File: src/rtl/charge_node_sense_if.sv
// Handshake bundle between a storage-node driver
// and the charge_node_sense reader/refresher.
interface charge_node_sense_if #(
  parameter int CNT_W = 8
);
  logic             wr_en;
  logic             wr_data;
  logic             rd_req;
  logic             rd_valid;
  logic             rd_data;
  logic             rd_unknown;
  logic             refresh_req;
  logic             refresh_data;
  logic             refresh_ack;
  logic [CNT_W-1:0] age;

  modport master (
    output wr_en,
    output wr_data,
    output rd_req,
    output refresh_ack,
    input  rd_valid,
    input  rd_data,
    input  rd_unknown,
    input  refresh_req,
    input  refresh_data,
    input  age
  );

  modport slave (
    input  wr_en,
    input  wr_data,
    input  rd_req,
    input  refresh_ack,
    output rd_valid,
    output rd_data,
    output rd_unknown,
    output refresh_req,
    output refresh_data,
    output age
  );
endinterface

File: src/rtl/charge_node_sense.sv
// Sense side of a modelled dynamic storage node:
// mirrors writes, ages charge, refreshes, answers reads.
module charge_node_sense #(
  parameter int DECAY_CYCLES   = 50,
  parameter int REFRESH_MARGIN = 10,
  parameter int CNT_W          = 8
) (
  input logic                clk,
  input logic                rst,
  charge_node_sense_if.slave bus
);

  typedef enum logic [1:0] {
    EMPTY,
    HELD,
    REFRESH,
    DECAYED
  } state_t;

  localparam logic [CNT_W-1:0] REF_AGE =
    CNT_W'(DECAY_CYCLES - REFRESH_MARGIN);
  localparam logic [CNT_W-1:0] DEC_AGE =
    CNT_W'(DECAY_CYCLES);

  state_t           state_q;
  state_t           state_d;
  logic [CNT_W-1:0] age_q;
  logic [CNT_W-1:0] age_d;
  logic [CNT_W-1:0] age_inc;
  logic             val_q;
  logic             val_d;
  logic             known;

  logic             rd_valid_q;
  logic             rd_data_q;
  logic             rd_unknown_q;

  always_ff @(posedge clk or posedge rst) begin
    if (rst) begin
      state_q <= EMPTY;
      age_q   <= '0;
      val_q   <= 1'b0;
    end else begin
      state_q <= state_d;
      age_q   <= age_d;
      val_q   <= val_d;
    end
  end

  // Write beats ack; ack only counts while refreshing.
  always_comb begin
    state_d = state_q;
    age_d   = age_q;
    val_d   = val_q;
    age_inc = age_q + CNT_W'(1);
    priority case (1'b1)
      bus.wr_en: begin
        state_d = HELD;
        age_d   = '0;
        val_d   = bus.wr_data;
      end
      (bus.refresh_ack && state_q == REFRESH): begin
        state_d = HELD;
        age_d   = '0;
      end
      (state_q == HELD): begin
        age_d = age_inc;
        if (age_inc == REF_AGE)
          state_d = REFRESH;
      end
      (state_q == REFRESH): begin
        age_d = age_inc;
        if (age_inc == DEC_AGE) begin
          state_d = DECAYED;
          val_d   = 1'b0;
        end
      end
      default: ;
    endcase
  end

  // Reads see the pre-edge state, even if a write
  // or a decay lands on the same edge.
  always_ff @(posedge clk or posedge rst) begin
    if (rst) begin
      rd_valid_q   <= 1'b0;
      rd_data_q    <= 1'b0;
      rd_unknown_q <= 1'b0;
    end else begin
      rd_valid_q   <= bus.rd_req;
      rd_data_q    <= bus.rd_req & known & val_q;
      rd_unknown_q <= bus.rd_req & ~known;
    end
  end

  always_comb begin
    known            = (state_q == HELD) ||
                       (state_q == REFRESH);
    bus.refresh_req  = (state_q == REFRESH);
    bus.refresh_data = (state_q == REFRESH) & val_q;
    bus.age          = age_q;
    bus.rd_valid     = rd_valid_q;
    bus.rd_data      = rd_data_q;
    bus.rd_unknown   = rd_unknown_q;
  end

endmodule
File: src/flat_wrapper.sv
// flat-port wrapper written by rule: the top's interface ports become plain ports
module charge_node_sense_flat 
#(
  parameter int DECAY_CYCLES   = 50,
  parameter int REFRESH_MARGIN = 10,
  parameter int CNT_W          = 8
)
  (clk, rst, bus_wr_en, bus_wr_data, bus_rd_req, bus_refresh_ack, bus_rd_valid, bus_rd_data, bus_rd_unknown, bus_refresh_req, bus_refresh_data, bus_age);
  charge_node_sense_if #(.CNT_W(CNT_W)) bus_i ();
  input logic clk;
  input logic rst;
  input wire logic [$bits(bus_i.wr_en)-1:0] bus_wr_en;
  input wire logic [$bits(bus_i.wr_data)-1:0] bus_wr_data;
  input wire logic [$bits(bus_i.rd_req)-1:0] bus_rd_req;
  input wire logic [$bits(bus_i.refresh_ack)-1:0] bus_refresh_ack;
  output wire logic [$bits(bus_i.rd_valid)-1:0] bus_rd_valid;
  output wire logic [$bits(bus_i.rd_data)-1:0] bus_rd_data;
  output wire logic [$bits(bus_i.rd_unknown)-1:0] bus_rd_unknown;
  output wire logic [$bits(bus_i.refresh_req)-1:0] bus_refresh_req;
  output wire logic [$bits(bus_i.refresh_data)-1:0] bus_refresh_data;
  output wire logic [$bits(bus_i.age)-1:0] bus_age;
  assign bus_i.wr_en = bus_wr_en;
  assign bus_i.wr_data = bus_wr_data;
  assign bus_i.rd_req = bus_rd_req;
  assign bus_i.refresh_ack = bus_refresh_ack;
  assign bus_rd_valid = bus_i.rd_valid;
  assign bus_rd_data = bus_i.rd_data;
  assign bus_rd_unknown = bus_i.rd_unknown;
  assign bus_refresh_req = bus_i.refresh_req;
  assign bus_refresh_data = bus_i.refresh_data;
  assign bus_age = bus_i.age;
  charge_node_sense #(.DECAY_CYCLES(DECAY_CYCLES), .REFRESH_MARGIN(REFRESH_MARGIN), .CNT_W(CNT_W)) u_core (.clk(clk), .rst(rst), .bus(bus_i));
endmodule
File: config.mk
export PLATFORM = sky130hd
export DESIGN_NAME = charge_node_sense_flat
export DESIGN_NICKNAME = d
export VERILOG_FILES = /design/src/rtl/charge_node_sense_if.sv /design/src/rtl/charge_node_sense.sv /design/src/flat_wrapper.sv
export SDC_FILE = /design/constraint.sdc
export NUM_CORES = 1
export LEC_CHECK = 0
export ABC_AREA = 1
export BUFFER_PORTS_ARGS = -buffer_cell sky130_fd_sc_hd__buf_2
export CAP_MARGIN = 20
export CORE_UTILIZATION = 55
export CTS_CLUSTER_SIZE = 25
export DETAILED_ROUTE_END_ITERATION = 7
export PLACE_DENSITY = 0.8
export SYNTH_ARGS = -nofsm -noshare
export SYNTH_HDL_FRONTEND = slang
export SYNTH_SLANG_ARGS = --single-unit
File: constraint.sdc
create_clock -name clk -period 3.4 [get_ports clk]
set_input_delay 0.34 -clock clk [delete_from_list [all_inputs] [get_ports clk]]
set_output_delay 0.34 -clock clk [all_outputs]
set_load 0.005 [all_outputs]
==> flow_summary.yaml, run 1 <==
status:
  status: "finished, final reports clean"
detailed_routing:
  vias: 765
  viasPerCell: 5.17
  ant_nets: 0
  totalWireLength_um: 1660
  drt_pass1_iterations: 4
  first_iter_violations: 18
  drc: 0
  wl_per_cell_um: 11.2
timing:
  tightest_slew_ns: 0.532
  fmax_mhz: 582
  setup_viol_count_final: 0
  hold_viol_final: 0
  setup_tns_ns: 0
  fin_skew_ns: 0.00407
  grt_setup_unrepaired: "no"
  period_minus_slack_ns: 1.72
  slew_headroom_pct: 64.5
  final-max-slew-violation-count: 0
  min_period_over_period_pct: 50.5
clock_tree:
  clock_path_buffers: 2
  holdBufCountCts: 0
  numCtsBuffers: 3
  insertion_delay_ns: 0.28
  cts.sinks: 14
  cts_tree: "built"
  cts_root_buf: "clkbuf_4"
  postCtsSetupBuffers: 0
  h-tree-depth: 1
  post_cts_resized: 0
  clk_pin_slew_ns: 0.08
floorplan:
  core_um2: 1370
  die_y_um: 41.4
  fp.dieW_um: 41.4
  start_util_pct: 62.5
  row_count: 13
  io_pins: 19
  die_area_um2: 1710
yosys:
  synth_top_area_cell: "dfrtp_1"
  seq_area_frac_synth_pct: 41.1
  synth_xor_area_share_pct: 2.93
  synthSimpleGateAreaFrac_pct: 32.6
  syn_avg_cell_area_um2: 7.62
  ys_top_cells_by_area: "dfrtp_1 41%, nand2_1 14%, inv_1 9.2%, ha_1 7.3%, nor2_1 5.3%"
  synth-compound-area-share_pct: 6.89
  syn_nets: 123
  synth_cells: 112
  netlist_area_um2: 853
  synth_top_family_by_area: "simple AND/OR/NAND/NOR gates"
  ys_ff_latch: 14
  synth_top_area_share_pct: 41.1
  muxShareOfSynthArea_pct: 0
  yosys.area_share.adder_pct: 7.33
  yosys_warnings: 0
  yosysUniqueCellTypes: 18
setup_path:
  end_kind: "register"
  reg2reg_slack_ns: 1.68
  cpMaxStageDelayCell: "dfrtp_1"
  critical_path_class: "reg2reg"
  path_cells: "ha_1 -> inv_1 -> nand2_1 -> nand2_1 -> nor2_1 -> nand2_1 -> nor2_1 -> nand3_2 -> nand2_2 -> nand3_2 -> nand2_1 -> nand2_1"
  critPathLaunchType: "register"
  arrival_ns: 1.89
  cp_common_cell: "nand2_1"
  critPathRequiredTime_ns: 3.57
  slowest_delay_ns: 0.48
  crit_fanout: 7
grt:
  gr-usage-all-layers_pct: 23.1
  grt_pass1_wl_um: 2430
  grt_pass1_vias: 573
  grt_max_degree: 15
  grt_antenna_before_repair: 0
  grt-ovfl-total: 0
flow_run:
  max_cap_violations: 0
place:
  dp_hpwl_um: 1260
  numPortBuffers: 18
  place_congestion: 0.876
  placed_cell_area_um2: 962
power:
  p_per_area_nw_per_um2: 563
  p_leak_uw: 0.000547
  ir_drop_mv: 0.309
worst_hold_path:
  hold_class: "in2async"
cells_and_area:
  final_common_cell: "nand2_1"
  area_delta_synth_final_pct: 15.4
  final_nets: 146
  drive_gt1_share_pct: 24.1
  n_antenna_cell: 0
  final_area_um2: 985
  final_cell_mix: "32 x nand2_1, 21 x inv_1, 18 x buf_2, 14 x dfrtp_1, 12 x nor2_1"
==> state kept, by name (all words and copies together), names as in the netlist <==
| signal | count |
|---|---|
| u_core.bus.age | 8 |
| u_core.state_q | 2 |
| u_core.bus.rd_data | 1 |
| u_core.bus.rd_unknown | 1 |
| u_core.bus.rd_valid | 1 |
| u_core.val_q | 1 |
==> cells in the mapped netlist <==
cell type and number:
nor2_2 4, ha_1 5, a22o_1 1, inv_1 21, nor2_1 12, nand3_2 4, o21ai_0 5, o22ai_1 2
xor2_1 1, dfrtp_1 14, o211ai_1 1, nand2_1 32, nand2_2 2, nand4_1 2, nand3b_1 1, nand3_1 3
xor2_2 1, o21ai_1 1
==> worst paths after layout <==
kind                                        start             endpoint  cells past startpoint
worst max-delay path            u_core.bus.age[0]    u_core.state_q[1]                     12
worst min-delay path                          rst    u_core.bus.age[6]                      2
worst max register to register  u_core.bus.age[0]    u_core.state_q[1]                     12
worst min register to register  u_core.state_q[1]    u_core.state_q[1]                      2
max in group asynchronous                     rst    u_core.state_q[1]                      2
min in group clk                       bus_rd_req  u_core.bus.rd_valid                      1
==> worst max-delay path, delay by kind of cell, from the launching register on <==
family / cells / cell delay (ns)
AND/OR/NAND/NOR: 10 / 0.83
adder cells (fa/ha/maj): 1 / 0.25
flip-flops: 1 / 0.48
buffers and inverters: 1 / 0.05
==> final cells by class <==
type                            count  area [um2]
Fill cell                         110         382
Timing Repair Buffer               18        90.1
Sequential cell                    14         350
Multi-Input combinational cell     77         424
Inverter                           21        78.8
Tap cell                           15        18.8
Clock buffer                        3        22.5
==> through the flow <==
step	hold slack [ns]	std cells	setup WS [ns]	power [uW]	utilization [%]
floorplan	0.229	112	1.85	390	-
global placement	0.391	145	1.74	457	70.4
detailed placement	0.403	145	1.71	463	70.4
CTS	0.104	148	1.69	553	72.1
global route	0.136	148	1.51	605	72.1
finish	0.0823	148	1.68	554	72.1
==> cells by family after synthesis <==
kind of cell,Yosys count
flip-flops,14
adder cells (fa/ha/maj),5
buffers and inverters,21
XOR/XNOR,2
AND/OR/NAND/NOR,60
AO/OA/AOI/OAI,10
==> metal layers <==
metal	share of wire (%)	track usage, %	up-vias	routed length, um
li1	-	-	388	-
met1	52	31.4	364	871
met2	44	33.2	9	729
met3	2.6	6.38	4	43
met4	1.2	12.1	0	20
met5	0	0	-	0
==> where the power goes <==
group / internal (uW) / switching (uW)
combinational: 85.4 / 133
clock: 41.1 / 52.4
sequential: 202 / 40.8
total: 328 / 226
No activity file was read; power rests on OpenSTA's default activity.
==> run 2: changes to the inputs <==
--- a/config.mk
+++ b/config.mk
@@ -8,10 +8,11 @@
 export ABC_AREA = 1
 export BUFFER_PORTS_ARGS = -buffer_cell sky130_fd_sc_hd__buf_2
 export CAP_MARGIN = 20
-export CORE_UTILIZATION = 55
+export CORE_ASPECT_RATIO = 0.8
+export CORE_UTILIZATION = 52
 export CTS_CLUSTER_SIZE = 25
 export DETAILED_ROUTE_END_ITERATION = 7
-export PLACE_DENSITY = 0.8
+export PLACE_DENSITY = 0.76
 export SYNTH_ARGS = -nofsm -noshare
 export SYNTH_HDL_FRONTEND = slang
 export SYNTH_SLANG_ARGS = --single-unit
==> constraint.sdc (replaced) <==
create_clock -name clk -period 1.7 [get_ports clk]
set_input_delay 0.17 -clock clk [delete_from_list [all_inputs] [get_ports clk]]
set_output_delay 0.17 -clock clk [all_outputs]
set_load 0.005 [all_outputs]
==> run 2 against run 1 <==
Effect of this change: non-clock buffer count rose by 5; register-to-register slack got worse by 1.6 ns; core utilization rose by 3.1 points; critical path type unchanged; critical endpoint unchanged.
==> flow_summary.yaml, run 2 (synthesis results as in run 1) <==
clock_tree:
  h-tree-depth: 1
  cts_root_buf: "clkbuf_4"
  cts.sinks: 14
  numCtsBuffers: 3
  cts_tree: "built"
  clock_path_buffers: 2
  clk_pin_slew_ns: 0.09
  insertion_delay_ns: 0.29
grt:
  grt_max_degree: 15
  gr-usage-all-layers_pct: 22.2
  grt_pass1_wl_um: 2660
  grt_pass1_vias: 644
  grt_antenna_before_repair: 0
  grt-ovfl-total: 0
flow_run:
  max_cap_violations: 0
floorplan:
  die_y_um: 38.2
  start_util_pct: 58.6
  fp.dieW_um: 47.3
  core_um2: 1460
  die_area_um2: 1810
  io_pins: 19
  row_count: 12
setup_path:
  critical_path_class: "reg2reg"
  slowest_delay_ns: 0.43
  crit_cells: 12
  arrival_ns: 1.79
  reg2regPathDepth: 12
  cpMaxStageDelayCell: "dfrtp_1"
  crit_fanout: 3
  path_cells: "ha_4 -> inv_1 -> nand2_1 -> nand2_1 -> nor2_1 -> nand2_1 -> nor2_2 -> nand3_2 -> nand2_2 -> nand3_2 -> nand2_1 -> nand2_1"
  critPathLaunchType: "register"
  cp_common_cell: "nand2_1"
  end_kind: "register"
  critPathRequiredTime_ns: 1.88
  path_buf_inv: 1
  crit_family: "simple AND/OR/NAND/NOR gates"
  reg2reg_slack_ns: 0.09
timing:
  final-max-slew-violation-count: 0
  fin_skew_ns: 0.00449
  tightest_slew_ns: 0.553
  slew_headroom_pct: 63.1
  period_minus_slack_ns: 1.61
  hold_viol_final: 0
  fmax_mhz: 623
  grt_setup_unrepaired: "yes"
  hold_ws_ns: 0.0128
  min_period_over_period_pct: 94.4
  setup_tns_ns: 0
  setup_viol_count_final: 0
worst_hold_path:
  hold_class: "in2reg"
  worstHoldPathCells: 1
place:
  dp_hpwl_um: 1360
  numPortBuffers: 18
  place_congestion: 0.855
  placed_cell_area_um2: 992
detailed_routing:
  wl_per_cell_um: 11.9
  drt_pass1_iterations: 4
  drc: 0
  vias: 809
  viasPerCell: 5.06
  totalWireLength_um: 1910
  first_iter_violations: 28
  ant_nets: 0
power:
  switchingPower_uw: 503
  sequentialPowerShare_pct: 37.5
  ir_drop_mv: 1.12
  p_per_area_nw_per_um2: 1170
  p_leak_uw: 0.000580
  netSwitchingFraction_pct: 39.4
  intPower_uw: 773
  p_clk_share_pct: 19.1
  comb_power_share_pct: 43.5
cells_and_area:
  multi_input_area_um2: 464
  final_cell_mix: "31 x nand2_1, 21 x inv_1, 18 x buf_2, 13 x dfrtp_1, 10 x nor2_1"
  seq_area_um2: 352
  final_area_um2: 1090
  n_antenna_cell: 0
  final_nets: 151
  area_delta_synth_final_pct: 28.3
  final_common_cell: "nand2_1"
  final_core_util_pct: 75.2
  drive_gt1_share_pct: 30.9
  fill_cells: 112
  largest_register_ffs: 8
status:
  status: "finished, final reports clean"
run 2: changes by cell type in the layout (fill, tap and decap cells not counted), sizes merged:
cell         delta
buf             +4
dlygate4sd3     +1
clkbuf          +1
run 2: path summary, 6_finish.rpt:
kind                              startpoint                   to
min                               bus_rd_req  u_core.bus.rd_valid
max reg2reg                u_core.bus.age[1]    u_core.state_q[1]
min in group asynchronous                rst    u_core.state_q[0]
min reg2reg                u_core.state_q[0]    u_core.state_q[0]
max in group asynchronous                rst    u_core.bus.age[2]
max                        u_core.bus.age[1]    u_core.state_q[1]
run 2: final cells by class:
type	count	share of cell area [%]
Timing Repair Buffer	23	12.6
Multi-Input combinational cell	77	42.4
Clock buffer	4	3.31
Inverter	21	7.20
Sequential cell	14	32.1
Tap cell	21	2.40
run 2: worst reg2reg max path, delay by kind of cell, from the launching register on:
kind,cells,cell delay (ns)
and+or+nand+nor,10,0.82
DFF,1,0.43
buffers and inverters,1,0.05
adders and majority gates,1,0.19
run 2: layer usage:
metal	track usage, %	wire [um]
met3	8.49	131
met5	0	0
met2	33.2	882
met1	28.7	864
met4	8.57	29
run 2: timing repair:
item                                    CTS  global route
endpoints found under the setup margin    0             5
hold endpoints to repair                 14             0
gates resized for setup                   0            11
hold buffers                              1             0
buffers inserted                          0             1
run 2: power groups by stage:
| stage | Clock (uW) | Sequential, uW | Combinational, uW |
|---|---|---|---|
| after global placement | 0 | 462 | 487 |
| after detailed placement | 0 | 466 | 499 |
| final | 244 | 478 | 555 |
| after global routing | 265 | 488 | 631 |
| after floorplan | 0 | 483 | 297 |
| after CTS | 251 | 460 | 506 |
run 2: stage by stage:
step	setup slack, ns	power (uW)	instances
4_1_cts	0.0934	1220	159
5_1_grt	-0.0177	1380	160
2_1_floorplan	0.154	780	112
3_5_place_dp	0.128	966	154
3_3_place_gp	0.126	949	154
6_report	0.0948	1280	160
